<file path="src/rtl/fetch_queue_ctrl.sv">
// Fetch sequencer: issues word-aligned requests under a credit limit and queues returned words for align.
// Latency: response -> o_data one cycle (zero when FETCH_QUEUE_BYPASS_EN is defined and the queue is empty).
// Backpressure: i_stall holds the head entry; requests stop once outstanding + buffered reaches DEPTH.
module fetch_queue_ctrl #(
    parameter int              DEPTH    = 4,
    parameter logic [31:0]     RESET_PC = 32'h8000_0000,
    parameter int              EXCEPT_W = 4
) (
    input  logic                i_clk,
    input  logic                i_rst,
    input  logic                i_flush,
    input  logic [31:0]         i_redirect_pc,
    input  logic                i_halt,
    output logic                o_req_valid,
    output logic [31:0]         o_req_pc,
    input  logic                i_req_ready,
    input  logic                i_resp_valid,
    input  logic [31:0]         i_resp_data,
    input  logic [EXCEPT_W-1:0] i_resp_except,
    input  logic                i_stall,
    output logic                o_data_valid,
    output logic [31:0]         o_data_pc,
    output logic [15:0]         o_data_data0,
    output logic [15:0]         o_data_data1,
    output logic [EXCEPT_W-1:0] o_data_except
);
    localparam int AW = $clog2(DEPTH);
    localparam int CW = AW + 1;
    localparam logic [CW:0] DEPTH_C = (CW+1)'(DEPTH);

    typedef enum logic [1:0] {S_IDLE = 2'd0, S_FETCH = 2'd1, S_HALT = 2'd2} state_t;
    state_t state, state_nxt;

    logic [31:0]         fetch_pc, resp_pc;
    logic [CW-1:0]       outstanding, outstanding_nxt, count, drop_cnt;
    logic [AW-1:0]       wr_ptr, rd_ptr;
    logic [31:0]         pc_mem  [DEPTH];
    logic [31:0]         dat_mem [DEPTH];
    logic [EXCEPT_W-1:0] exc_mem [DEPTH];

    logic credit_ok, req_fire, resp_ok, resp_keep, fifo_empty;
    logic bypass_vld, bypass_take, push, pop;

    assign credit_ok  = ({1'b0, outstanding} + {1'b0, count}) < DEPTH_C;
    assign req_fire   = o_req_valid & i_req_ready;
    // A response with nothing outstanding is a protocol error and is ignored.
    assign resp_ok    = i_resp_valid & (outstanding != '0);
    assign resp_keep  = resp_ok & (drop_cnt == '0) & ~i_flush;
    assign fifo_empty = (count == '0);

`ifdef FETCH_QUEUE_BYPASS_EN
    assign bypass_vld = resp_keep & fifo_empty;
`else
    assign bypass_vld = 1'b0;
`endif
    assign bypass_take = bypass_vld & ~i_stall;
    assign push        = resp_keep & ~bypass_take;
    assign pop         = ~fifo_empty & ~i_stall & ~i_flush;

    assign outstanding_nxt = outstanding + CW'(req_fire) - CW'(resp_ok);
    assign o_req_pc        = fetch_pc;

    always_ff @(posedge i_clk or posedge i_rst) begin
        if (i_rst) state <= S_IDLE;
        else       state <= state_nxt;
    end

    always_comb begin
        state_nxt = state;
        case (state)
            S_IDLE:  state_nxt = S_FETCH;
            S_FETCH: if (i_halt)  state_nxt = S_HALT;
            S_HALT:  if (!i_halt) state_nxt = S_FETCH;
            default: state_nxt = S_IDLE;
        endcase
    end

    always_comb begin
        o_req_valid = (state == S_FETCH) & ~i_flush & credit_ok;
    end

    always_ff @(posedge i_clk or posedge i_rst) begin
        if (i_rst) begin
            fetch_pc    <= RESET_PC;
            resp_pc     <= RESET_PC;
            outstanding <= '0;
            drop_cnt    <= '0;
            count       <= '0;
            wr_ptr      <= '0;
            rd_ptr      <= '0;
        end else begin
            outstanding <= outstanding_nxt;
            if (i_flush) begin
                // Everything still in flight after this cycle belongs to the old path.
                fetch_pc <= i_redirect_pc;
                resp_pc  <= i_redirect_pc;
                drop_cnt <= outstanding_nxt;
                count    <= '0;
                wr_ptr   <= '0;
                rd_ptr   <= '0;
            end else begin
                if (req_fire)  fetch_pc <= fetch_pc + 32'd4;
                if (resp_keep) resp_pc  <= resp_pc + 32'd4;
                if (resp_ok && drop_cnt != '0) drop_cnt <= drop_cnt - CW'(1);
                count <= count + CW'(push) - CW'(pop);
                if (push) wr_ptr <= wr_ptr + AW'(1);
                if (pop)  rd_ptr <= rd_ptr + AW'(1);
            end
        end
    end

    always_ff @(posedge i_clk) begin
        if (push) begin
            pc_mem[wr_ptr]  <= resp_pc;
            dat_mem[wr_ptr] <= i_resp_data;
            exc_mem[wr_ptr] <= i_resp_except;
        end
    end

    always_comb begin
        o_data_valid  = 1'b0;
        o_data_pc     = '0;
        o_data_data0  = '0;
        o_data_data1  = '0;
        o_data_except = '0;
        if (!fifo_empty) begin
            o_data_valid  = 1'b1;
            o_data_pc     = pc_mem[rd_ptr];
            o_data_data0  = dat_mem[rd_ptr][15:0];
            o_data_data1  = dat_mem[rd_ptr][31:16];
            o_data_except = exc_mem[rd_ptr];
        end else if (bypass_vld) begin
            o_data_valid  = 1'b1;
            o_data_pc     = resp_pc;
            o_data_data0  = i_resp_data[15:0];
            o_data_data1  = i_resp_data[31:16];
            o_data_except = i_resp_except;
        end
    end
endmodule

</file>
<file path="config.mk">
export PLATFORM = sky130hd
export DESIGN_NAME = fetch_queue_ctrl
export DESIGN_NICKNAME = d
export VERILOG_FILES = /design/src/rtl/fetch_queue_ctrl.sv
export SDC_FILE = /design/constraint.sdc
export NUM_CORES = 1
export LEC_CHECK = 0
export CAP_MARGIN = 20
export CELL_PAD_IN_SITES_DETAIL_PLACEMENT = 0
export CELL_PAD_IN_SITES_GLOBAL_PLACEMENT = 2
export CORE_ASPECT_RATIO = 1.2
export CORE_MARGIN = 2
export CORE_UTILIZATION = 41
export DETAILED_ROUTE_END_ITERATION = 10
export PLACE_DENSITY = 0.78
export SLEW_MARGIN = 5
export SYNTH_ARGS = -nofsm -noshare
export SYNTH_HDL_FRONTEND = slang
export SYNTH_SLANG_ARGS = --single-unit
export TNS_END_PERCENT = 10
</file>
<file path="constraint.sdc">
create_clock -name i_clk -period 3.43 [get_ports i_clk]
set_input_delay 0.686 -clock i_clk [delete_from_list [all_inputs] [get_ports i_clk]]
set_output_delay 0.686 -clock i_clk [all_outputs]
set_load 0.02 [all_outputs]
</file>
Word-level counts from Yosys, hierarchy flattened
Memory sizes are Yosys's and may differ from the RTL's.
Index checks and enable logic that the tools add are counted.
W data, S select, Z words.
{ "op_classes": {"n_addsub": 10, "order_cmp": 1, "n_eq_ne": 4, "mux": 21, "bitwise": 11, "reduce_logical": 11} }
{ "op_table": {"columns": ["cell", "count"], "rows": [
  ["$mux W32", 5],
  ["$add A32 B3 Y32 const B", 2],
  ["$mux W16", 2],
  ["$mux W2", 6],
  ["$mux W3", 3],
  ["$and A1 B1 Y1", 8],
  ["$reduce_bool A2 Y1", 4],
  ["$add A3 B1 Y3", 2],
  ["$logic_not A3 Y1", 2],
  ["$pmux W2 S3", 1],
  ["$reduce_bool A3 Y1", 2],
  ["$sub A3 B1 Y3", 2],
  ["$add A2 B1 Y2 const B", 2],
  ["$add A3 B3 Y4", 1],
  ["$lt A4 B3 Y1 const B", 1],
  ["$mux W4", 1],
  ["$ne A2 B2 Y1 const B", 2],
  ["$mux W1", 3],
  ["$not A1 Y1", 3],
  ["$sub A3 B1 Y3 const B", 1],
  ["$eq A2 B1 Y1 const B", 1],
  ["$eq A2 B2 Y1 const B", 1],
  ["$logic_not A2 Y1", 1],
  ["$reduce_and A2 Y1", 1],
  ["$logic_and A1 B1 Y1", 1]
]} }
{ "totals": {"register_bits": 79, "mem_bits_rw": 272, "in_bits": 75, "output_inout_bits": 102, "word_cells": 69, "memories": 3} }
{ "mem_list": {"columns": ["name", "words", "word_bits", "read_ports", "rd_clocked_by_memory_dff", "write_ports", "line", "rtl"], "rows": [
  ["dat_mem", 4, 32, 1, 0, 1, "38", "logic [31:0] dat_mem [DEPTH];"],
  ["pc_mem", 4, 32, 1, 0, 1, "37", "logic [31:0] pc_mem [DEPTH];"],
  ["exc_mem", 4, 4, 1, 0, 1, "39", "logic [EXCEPT_W-1:0] exc_mem [DEPTH];"]
]} }

Logic depth before layout (Yosys ltp)
Gate-level depths: netlist of run 1.
{ "logic_depth": {"ltp_word": 7, "depth_mapped": 14, "ltp_nobuf": 12} }

Worst setup path before layout of run 1
OpenSTA, ideal clock, no wires.
{ "synth_path": {"path_kind": "in2reg", "from": "input i_flush", "to": "memory dat_mem[1][0] (enable)", "setup_ns": 0.433, "arrival_ns": 2.835, "t_required_ns": 2.997, "setup_slack_ns": 0.162, "stages": 3, "n_path_buf": 1, "cell_sequence": "clkbuf_1 -> nor3_1 -> and2_1"} }
{ "synth_via": {"elab_chain_cells": 4} }
{ "synth_lines": {"columns": ["element", "line", "rtl"], "rows": [
  ["from (decl)", "11", "input logic i_flush,"],
  ["$not A1 Y1", "48", "assign resp_keep = resp_ok & (drop_cnt == '0) & ~i_flush;"],
  ["$and A1 B1 Y1", "48", null],
  ["$mux W1", "113", "if (push) begin"],
  ["$mux W1 (implied by the code)", "115", "dat_mem[wr_ptr] <= i_resp_data;"],
  ["to (decl)", "38", null]
]} }
No other way between the ends.

Worst setup path after layout of run 1
{ "layout_path": {"from": "register rd_ptr[0]", "to": "output o_data_pc[31]"} }
{ "layout_via": {"elab_chain_cells": 2} }
{ "layout_lines": {"columns": ["element", "line", "rtl"], "rows": [
  ["from (decl)", "36", "logic [AW-1:0] wr_ptr, rd_ptr;"],
  ["from (signal assigned)", "107", "if (pop) rd_ptr <= rd_ptr + AW'(1);"],
  ["$mem_v2 Z4 W32", null, null],
  ["$mux W32", "126", "if (!fifo_empty) begin"],
  ["to (decl)", "22", "output logic [31:0] o_data_pc,"]
]} }
No other way between the ends.

==> results.py, run 1 <==
metrics = {
    "critical_path": {
        "path_cells": "buf_12, mux4_2, and2_1, clkdlybuf4s50_1",
        "timing.rr.end": "drop_cnt[2]$_DFFE_PP0P_",
        "crit_required_ps": 2740,
        "reg2reg_depth": 12,
        "cp_max_fo": 21,
        "r2r_slack_ps": 570,
        "crit_type": "reg2out",
        "r2r-start": "outstanding[2]$_DFF_PP0_",
        "cp_slowest_cell": "mux4_2",
        "critPathMaxStageDelay_ps": 570,
        "crit_arrival_ps": 2610,
        "endpoint_kind": "output port",
        "cp-start-kind": "flop",
    },
    "synthesis": {
        "synthesis.area_sq_um": 14700,
        "ys.flop_type": "edfxtp_1",
        "synth-edff-count": 272,
        "ys_seq_area_share_pct": 68.8,
        "avgSynthCellArea_sq_um": 16.2,
        "yosys_warnings": 0,
        "ys_types": 48,
        "ys_ff_latch": 351,
        "synth-async-reset-ratio_pct": 22.5,
        "synth_nets": 999,
        "synthCells": 908,
    },
    "detailed_routing": {
        "vias": 8328,
        "antenna_left": 0,
        "drtIter0Drc": 409,
        "wl_per_cell_microns": 19.4,
        "via_per_inst": 5.22,
        "firstDrtPassIters": 5,
        "drt-total-wl_mm": 30.9,
        "remaining_drc_errors": 0,
    },
    "pwr": {
        "swShare_pct": 28.8,
        "power_leakage_nw": 6.22,
        "clockPowerShare_pct": 29.1,
        "power.density_nw_per_um2": 691,
        "ir_worst_vdd_v": 0.000338,
        "net-switching-power_mw": 3.65,
        "p_int_mw": 9.02,
        "pwr-share-seq_pct": 41.2,
        "p_total_mw": 12.7,
        "combPwrFrac_pct": 29.7,
    },
    "final_layout": {
        "post-route-util_pct": 51.4,
        "fill_cells": 3016,
        "final_cell_mix": "edfxtp_1, clkdlybuf4s50_1, dfrtp_1, and2_1, mux4_2",
        "final_layout_size_suffix_gt1_share_pct": 15.3,
        "layout_commonest_cell": "edfxtp_1",
        "fin_area_sq_um": 18300,
        "syn_to_final_growth_pct": 24.4,
        "multi_input_area_sq_um": 4340,
        "register_area_sq_um": 10200,
        "fin_nets": 1193,
    },
    "clock_tree": {
        "holdBufCountCts": 0,
        "cts_tree": "built",
        "insertion_delay_ps": 510,
        "root_buffer": "clkbuf_16",
        "clockBufferDepth": 3,
        "cts_buffers": 35,
        "post_cts_resize_count": 0,
        "htreeDepth": 2,
        "postCtsSetupRepairBufs": 0,
        "cts_sinks": 351,
        "clkTransAtPathRegs_ps": 60,
    },
    "global_route": {
        "grt_max_degree": 70,
        "grt_util_all_layers_pct": 16.8,
        "grt-ovfl-total": 0,
        "grt_first_pass_wirelength_mm": 48.3,
        "grt_pass1_vias": 8485,
        "antenna_found_initial": 0,
    },
    "place": {
        "place.gp.congestion": 0.764,
        "dp_hpwl_mm": 19.3,
        "place_ws_ps": 492,
        "post_dp_cell_area_sq_um": 17200,
        "place.port_buffers": 176,
    },
    "sta": {
        "timing.fmax_mhz": 304,
        "worst_pin_slew_ps": 694,
        "setup_tns_ps": 0,
        "finalWorstSetupSlack_ps": 136,
        "rsz0062_at_grt": "false",
        "setup_viol": 0,
        "fin_skew_ps": 11.4,
        "hold_viol_final": 0,
        "min_period_ps": 3290,
        "relSlewSlack_pct": 53.5,
        "fin_crit_sh_pct": 96.0,
        "slew_violations": 0,
    },
    "job": {
        "max-cap-violations": 0,
    },
    "worst_hold_path": {
        "min_from": "i_flush",
        "hold_end": "count[2]$_DFF_PP0_",
        "min_path_type": "in2reg",
        "hold_depth": 2,
    },
    "floorplanning": {
        "core_sq_um": 35700,
        "die-area_sq_um": 37500,
        "start_util_pct": 41.3,
        "rows": 76,
        "die_x_microns": 177,
        "dieHeight_microns": 212,
        "io_pins": 177,
    },
    "status": {
        "status": "complete, no violations",
    },
}
==> kinds of logic after synthesis <==
kind of cell / synth area share (%)
simple gates: 10.0
fa+ha+maj: 1.46
buf+inv: 1.87
flops: 68.8
compound gates: 3.66
mux: 11.7
xor+xnor: 2.44
==> power groups by stage <==
stage                     logic [mW]  clock network (mW)  registers, mW
after floorplan                 2.26                   0           5.26
after global placement          3.81                   0           5.29
after detailed placement        3.84                   0           5.30
after CTS                       3.85                3.81           5.22
after global routing            4.09                3.96           5.27
final                           3.76                3.69           5.22
==> worst max path at each step <==
stage	cells past startpoint	slack, ps	end	from
finish	4	140	o_data_pc[31]	rd_ptr[0]$_DFFE_PP0P_
global route	4	20	o_data_pc[24]	rd_ptr[0]$_DFFE_PP0P_
CTS	4	40	o_data_data0[10]	rd_ptr[0]$_DFFE_PP0P_
detailed placement	11	490	drop_cnt[2]$_DFFE_PP0P_	i_req_ready
global placement	11	500	drop_cnt[2]$_DFFE_PP0P_	i_req_ready
floorplan	3	160	dat_mem[1][0]$_DFFE_PP_	i_flush
==> through the flow <==
step,hold WS (ps),cells
floorplan,476,908
detailed placement,509,1533
global route,520,1593
global placement,494,1533
finish,513,1594
CTS,494,1593
==> synthesized netlist by cell type, types with 4 or more instances <==
cell type / instances / area (sq um)
xor2_1: 20 / 175
mux2_2: 13 / 146
buf_2: 15 / 75.1
edfxtp_1: 272 / 8170
ha_1: 14 / 175
nor3_1: 7 / 35.0
xnor2_1: 21 / 184
a21oi_1: 9 / 45.0
o21ai_0: 41 / 205
clkbuf_1: 27 / 101
a31oi_1: 6 / 37.5
and4_1: 5 / 43.8
mux4_2: 68 / 1530
o311ai_0: 10 / 87.6
nand3b_1: 4 / 30.0
nand2_1: 55 / 206
nand3_1: 37 / 185
nor2_1: 26 / 97.6
mux2i_1: 5 / 50.1
and3_1: 9 / 56.3
nand4_1: 22 / 138
inv_1: 22 / 82.6
and2_1: 78 / 488
dfrtp_1: 77 / 1930
o211ai_1: 6 / 45.0
==> cell type report <==
| type | instances | area share [%] |
|---|---|---|
| Clock inverter | 11 | 0.682 |
| Sequential cell | 351 | 55.4 |
| Multi-Input combinational cell | 490 | 23.6 |
| Timing Repair Buffer | 201 | 11.3 |
| Clock buffer | 49 | 5.29 |
| Tap cell | 468 | 3.19 |
| Inverter | 23 | 0.505 |
| Antenna cell | 1 | 0.0136 |
==> flip-flops by register name (all words and copies together) (netlist names) <==
| signal | cells |
|---|---|
| dat_mem | 128 |
| pc_mem | 128 |
| o_req_pc | 32 |
| resp_pc | 32 |
| exc_mem | 16 |
| count | 3 |
| drop_cnt | 3 |
| outstanding | 3 |
| rd_ptr | 2 |
| state | 2 |
| wr_ptr | 2 |
==> metal layers <==
layer  track usage [%]  vias to the layer above  routed length (microns)
li1                  -                     3871                        -
met1              23.5                     4199                    14000
met2              27.0                      209                    14700
met3              2.91                       49                     1520
met4              5.04                        0                      730
met5                 0                        -                        0
==> worst max-delay path: cells and delay by family (launching register included) <==
kind	cells	cell delay (ps)
buffers and inverters	2	770
multiplexers	1	570
flip-flops	1	560
AND/OR/NAND/NOR	1	180
(Power assumes the default switching activity.)
==> run 2, diff against run 1 <==
CORE_ASPECT_RATIO = not set   (was 1.2)
CORE_UTILIZATION = 44   (was 41)
PLACE_DENSITY = 0.83   (was 0.78)
TNS_END_PERCENT = not set   (was 10)
clock period = 4 ns   (was 3.43 ns; I/O delays follow)
==> run 2 against run 1 <==
Worst setup slack better by 370 ps. Hold slack better by 6.5 ps. Combinational power is 15% lower. Critical path type unchanged.
==> results.py, run 2 (synthesis results as in run 1) <==
metrics = {
    "worst_hold_path": {
        "min_from": "o_req_pc[0]$_DFFE_PP0P_",
        "hold_end": "o_req_pc[0]$_DFFE_PP0P_",
        "min_path_type": "reg2reg",
        "hold_depth": 2,
    },
    "job": {
        "max-cap-violations": 0,
    },
    "critical_path": {
        "timing.rr.end": "drop_cnt[2]$_DFFE_PP0P_",
        "crit_required_ps": 3200,
        "cp-start-kind": "flop",
        "crit_arrival_ps": 2690,
        "reg2reg_depth": 12,
        "r2r_slack_ps": 850,
        "r2r-start": "outstanding[2]$_DFF_PP0_",
        "endpoint_kind": "output port",
        "cp_max_fo": 48,
        "crit_type": "reg2out",
    },
    "global_route": {
        "antenna_found_initial": 0,
        "grt-ovfl-total": 0,
        "grt_util_all_layers_pct": 18.1,
        "grt_first_pass_wirelength_mm": 49.5,
        "grt_pass1_vias": 8586,
        "grt_max_degree": 70,
    },
    "final_layout": {
        "syn_to_final_growth_pct": 24.3,
        "final_cell_mix": "edfxtp_1, clkdlybuf4s50_1, dfrtp_1, and2_1, mux4_2",
        "fill_cells": 2686,
        "fin_nets": 1190,
        "reg_top3": "dat_mem x128, pc_mem x128",
        "layout_commonest_cell": "edfxtp_1",
        "diodes": 0,
        "final_layout_size_suffix_gt1_share_pct": 15.4,
    },
    "clock_tree": {
        "post_cts_resize_count": 0,
        "clockBufferDepth": 3,
        "cts_sinks": 351,
        "postCtsSetupRepairBufs": 0,
        "cts_buffers": 37,
        "insertion_delay_ps": 510,
        "htreeDepth": 2,
        "cts_tree": "built",
        "clkTransAtPathRegs_ps": 60,
        "root_buffer": "clkbuf_16",
        "holdBufCountCts": 0,
    },
    "floorplanning": {
        "io_pins": 177,
        "start_util_pct": 44.3,
        "die-area_sq_um": 35000,
        "die_x_microns": 187,
        "dieHeight_microns": 187,
        "core_sq_um": 33300,
        "rows": 67,
    },
    "detailed_routing": {
        "drt-total-wl_mm": 31.0,
        "antenna_left": 0,
        "wl_per_cell_microns": 19.7,
        "remaining_drc_errors": 0,
        "drtIter0Drc": 484,
        "vias": 8439,
        "firstDrtPassIters": 5,
        "via_per_inst": 5.36,
    },
    "sta": {
        "setup_tns_ps": 0,
        "hold_viol_final": 0,
        "min_period_ps": 3490,
        "relSlewSlack_pct": 36.3,
        "timing.fmax_mhz": 286,
        "fin_skew_ps": 13.5,
        "fin_crit_sh_pct": 87.3,
        "finalWorstSetupSlack_ps": 506,
        "worst_pin_slew_ps": 954,
        "setup_viol": 0,
        "slew_violations": 0,
        "rsz0062_at_grt": "false",
    },
    "pwr": {
        "power.density_nw_per_um2": 600,
        "ir_worst_vdd_v": 0.000327,
        "power_leakage_nw": 6.23,
    },
    "place": {
        "place_ws_ps": 711,
        "place.port_buffers": 176,
        "dp_hpwl_mm": 19.6,
        "place.gp.congestion": 0.753,
    },
    "status": {
        "status": "complete, no violations",
    },
}
run 2: cell types whose count changed in the layout (fill, tap and decap cells not counted), moves of 2 or more:
cell       before  now
clkbuf_16      37   40
clkinv_1        4    7
clkbuf_8        0    2
clkbuf_1       12    9
buf_12         10    7
run 2: area by class of cell:
cell class | count | area [sq um] | area share (%)
Sequential cell | 351 | 10200 | 55.4
Timing Repair Buffer | 196 | 1990 | 10.9
Clock buffer | 51 | 1060 | 5.80
Inverter | 23 | 92.6 | 0.505
Clock inverter | 16 | 129 | 0.703
Tap cell | 448 | 561 | 3.06
Multi-Input combinational cell | 490 | 4330 | 23.6
run 2: how the worst max path moves through the flow:
stage | from | end | slack (ps) | depth (start not counted)
6_report | rd_ptr[0]$_DFFE_PP0P_ | o_data_pc[9] | 510 | 4
5_1_grt | rd_ptr[0]$_DFFE_PP0P_ | o_data_pc[25] | 340 | 4
4_1_cts | rd_ptr[0]$_DFFE_PP0P_ | o_data_pc[25] | 430 | 4
3_5_place_dp | i_resp_valid | count[2]$_DFF_PP0_ | 710 | 11
3_3_place_gp | i_resp_valid | count[2]$_DFF_PP0_ | 760 | 11
2_1_floorplan | i_flush | dat_mem[1][0]$_DFFE_PP_ | 620 | 3
run 2: stage by stage:
step	utilization [%]	std cells	area [sq um]	power [mW]	hold slack [ps]
after detailed placement	51.5	1508	17100	7.83	518
after global routing	55.1	1575	18300	11.6	549
after global placement	51.5	1508	17100	7.81	500
after floorplan	-	908	14700	6.45	476
after CTS	55.1	1575	18300	11.2	526
final	55.1	1575	18300	11.0	520
run 2: routing by layer:
layer / track usage (%) / vias up / share of wire [%]
met3: 3.36 / 36 / 5.5
met1: 27.3 / 4277 / 48
met5: 0 / - / 0
li1: - / 3878 / -
met4: 3.63 / 0 / 1.4
met2: 27.7 / 248 / 45
run 2: critical path, stage by stage, from the launching register on:
cell and delay, ps:
dfrtp_4 490, buf_12 370, mux4_2 550, and2_1 170, clkdlybuf4s50_1 580
run 2: report_power, final:
| group | total (mW) | switching (mW) | internal (mW) | leakage [nW] |
|---|---|---|---|---|
| combinational | 3.20 | 1.60 | 1.60 | 2.24 |
| clock | 3.31 | 1.33 | 1.99 | 0.585 |
| sequential | 4.48 | 0.275 | 4.21 | 3.41 |
==> run 3, diff against run 2 <==
--- a/config.mk
+++ b/config.mk
@@ -10,7 +10,7 @@
 export CELL_PAD_IN_SITES_GLOBAL_PLACEMENT = 2
 export CORE_MARGIN = 2
-export CORE_UTILIZATION = 44
+export CORE_UTILIZATION = 35
 export DETAILED_ROUTE_END_ITERATION = 10
-export PLACE_DENSITY = 0.83
+export PLACE_DENSITY = 0.68
 export SLEW_MARGIN = 5
 export SYNTH_ARGS = -nofsm -noshare
==> constraint.sdc (replaced) <==
create_clock -name i_clk -period 4 [get_ports i_clk]
set_input_delay 1 -clock i_clk [delete_from_list [all_inputs] [get_ports i_clk]]
set_output_delay 1 -clock i_clk [all_outputs]
set_load 0.02 [all_outputs]
==> run 3 against run 2 <==
Combinational power about the same. Critical path depth stayed put. Global-route usage down 2.5 points. Cell area is 1.4% higher. Hold slack gained 7.9 ps. Critical endpoint is now o_data_pc[30]. Final cell count up 6.1%. Clock power increased by 4%. Routed wire length grew 7.8%.
==> results.py, run 3 (synthesis results as in run 1) <==
metrics = {
    "clock_tree": {
        "cts_tree": "built",
        "cts_sinks": 351,
        "clkTransAtPathRegs_ps": 60,
        "root_buffer": "clkbuf_16",
        "cts_buffers": 39,
        "clockBufferDepth": 3,
        "htreeDepth": 2,
        "insertion_delay_ps": 530,
        "holdBufCountCts": 0,
    },
    "place": {
        "place.gp.congestion": 0.725,
        "place_ws_ps": 613,
        "post_dp_cell_area_sq_um": 17300,
        "dp.cells": 1601,
        "dp_hpwl_mm": 21.9,
        "place.port_buffers": 176,
    },
    "floorplanning": {
        "dieHeight_microns": 209,
        "rows": 75,
        "io_pins": 177,
        "start_util_pct": 35.3,
        "die-area_sq_um": 43800,
        "core_sq_um": 41800,
        "die_x_microns": 209,
    },
    "final_layout": {
        "reg_top3": "dat_mem x128, pc_mem x128",
        "final_cell_mix": "edfxtp_1, clkdlybuf4s50_1, dfrtp_1, and2_1, mux4_2",
        "post-route-util_pct": 44.5,
        "fin_nets": 1194,
        "fill_cells": 3743,
        "register_area_sq_um": 10200,
        "final_layout_size_suffix_gt1_share_pct": 16.0,
        "finalNonFillerCells": 1671,
        "layout_commonest_cell": "edfxtp_1",
        "multi_input_area_sq_um": 4330,
        "syn_to_final_growth_pct": 26.0,
        "fin_area_sq_um": 18600,
    },
    "detailed_routing": {
        "via_per_inst": 5.00,
        "remaining_drc_errors": 0,
        "firstDrtPassIters": 5,
        "wl_per_cell_microns": 20.0,
        "vias": 8360,
        "antenna_left": 0,
        "drt-total-wl_mm": 33.5,
        "drtIter0Drc": 371,
    },
    "sta": {
        "hold_viol_final": 0,
        "timing.hold.ws_ps": 528,
        "setup_tns_ps": 0,
        "worst_pin_slew_ps": 926,
        "setup_viol": 0,
        "timing.fmax_mhz": 270,
        "relSlewSlack_pct": 38.2,
        "rsz0062_at_grt": "false",
        "fin_skew_ps": 14.0,
        "fin_crit_sh_pct": 92.4,
        "slew_violations": 0,
        "min_period_ps": 3700,
        "finalWorstSetupSlack_ps": 302,
    },
    "critical_path": {
        "cp-start-kind": "flop",
        "r2r_slack_ps": 980,
        "cp_slowest_cell": "mux4_2",
        "reg2reg_depth": 12,
        "crit_type": "reg2out",
        "timing.rr.end": "drop_cnt[2]$_DFFE_PP0P_",
        "crit_required_ps": 3000,
        "endpoint_kind": "output port",
        "cp_top_family": "buffers and inverters",
        "cp_max_fo": 17,
        "crit_arrival_ps": 2700,
        "critical_path_buf_inv_count": 2,
        "r2r-start": "outstanding[2]$_DFF_PP0_",
        "path_cells": "buf_4, mux4_2, and2_1, clkdlybuf4s50_1",
        "critPathMaxStageDelay_ps": 590,
    },
    "worst_hold_path": {
        "hold_depth": 0,
        "min_from": "resp_pc[1]$_DFFE_PP0P_",
        "min_path_type": "reg2reg",
        "hold_end": "pc_mem[0][1]$_DFFE_PP_",
    },
    "status": {
        "status": "complete, no violations",
    },
    "pwr": {
        "ir_worst_vdd_v": 0.000258,
        "p_total_mw": 11.1,
        "power.density_nw_per_um2": 599,
        "power_leakage_nw": 6.28,
    },
    "global_route": {
        "grt_util_all_layers_pct": 15.5,
        "antenna_found_initial": 2,
        "grt-ovfl-total": 0,
        "grt_first_pass_wirelength_mm": 52.1,
        "grt_max_degree": 70,
        "grt_pass1_vias": 8671,
    },
    "job": {
        "max-cap-violations": 0,
    },
}
[run 3: cell types whose count changed in the layout (fill, tap and decap cells not counted), moves of 2 or more]
cell,before,now
buf_4,13,10
buf_12,7,12
clkinv_2,6,8
diode_2,0,2
clkbuf_1,9,6
[run 3: per-layer routing]
metal  GRT usage (%)  share of wire (%)
met2            23.9                 46
met5               0                  0
met1            23.0                 48
met3            2.84                4.9
met4            3.47                1.5
[run 3: timing repair]
action	4_1_cts	5_1_grt
setup buffers	0	0
resized for setup	0	2
setup endpoints to repair	0	49
[run 3: worst max-delay path by stage]
stage | start | to | slack (ps) | cells past startpoint
floorplan | i_flush | dat_mem[1][0]$_DFFE_PP_ | 420 | 3
global placement | i_resp_valid | count[2]$_DFF_PP0_ | 670 | 11
detailed placement | i_resp_valid | count[2]$_DFF_PP0_ | 610 | 11
CTS | rd_ptr[0]$_DFFE_PP0P_ | o_data_pc[30] | 210 | 4
global route | count[1]$_DFF_PP0_ | o_data_data0[6] | 80 | 4
finish | rd_ptr[0]$_DFFE_PP0P_ | o_data_pc[30] | 300 | 4
[run 3: final cells by class]
type	instances	share of cell area, %
flip-flops and latches	351	54.7
multi-input cells	490	23.3
repair buffers	198	11.2
clock buffers	48	5.66
well taps	539	3.63
clock inverters	20	1.02
inverters	23	0.512
diodes	2	0.0269
[run 3: power breakdown]
| group | switching, mW | internal (mW) |
|---|---|---|
| registers | 0.270 | 4.21 |
| logic | 1.60 | 1.61 |
| clock network | 1.39 | 2.06 |
| total | 3.26 | 7.87 |
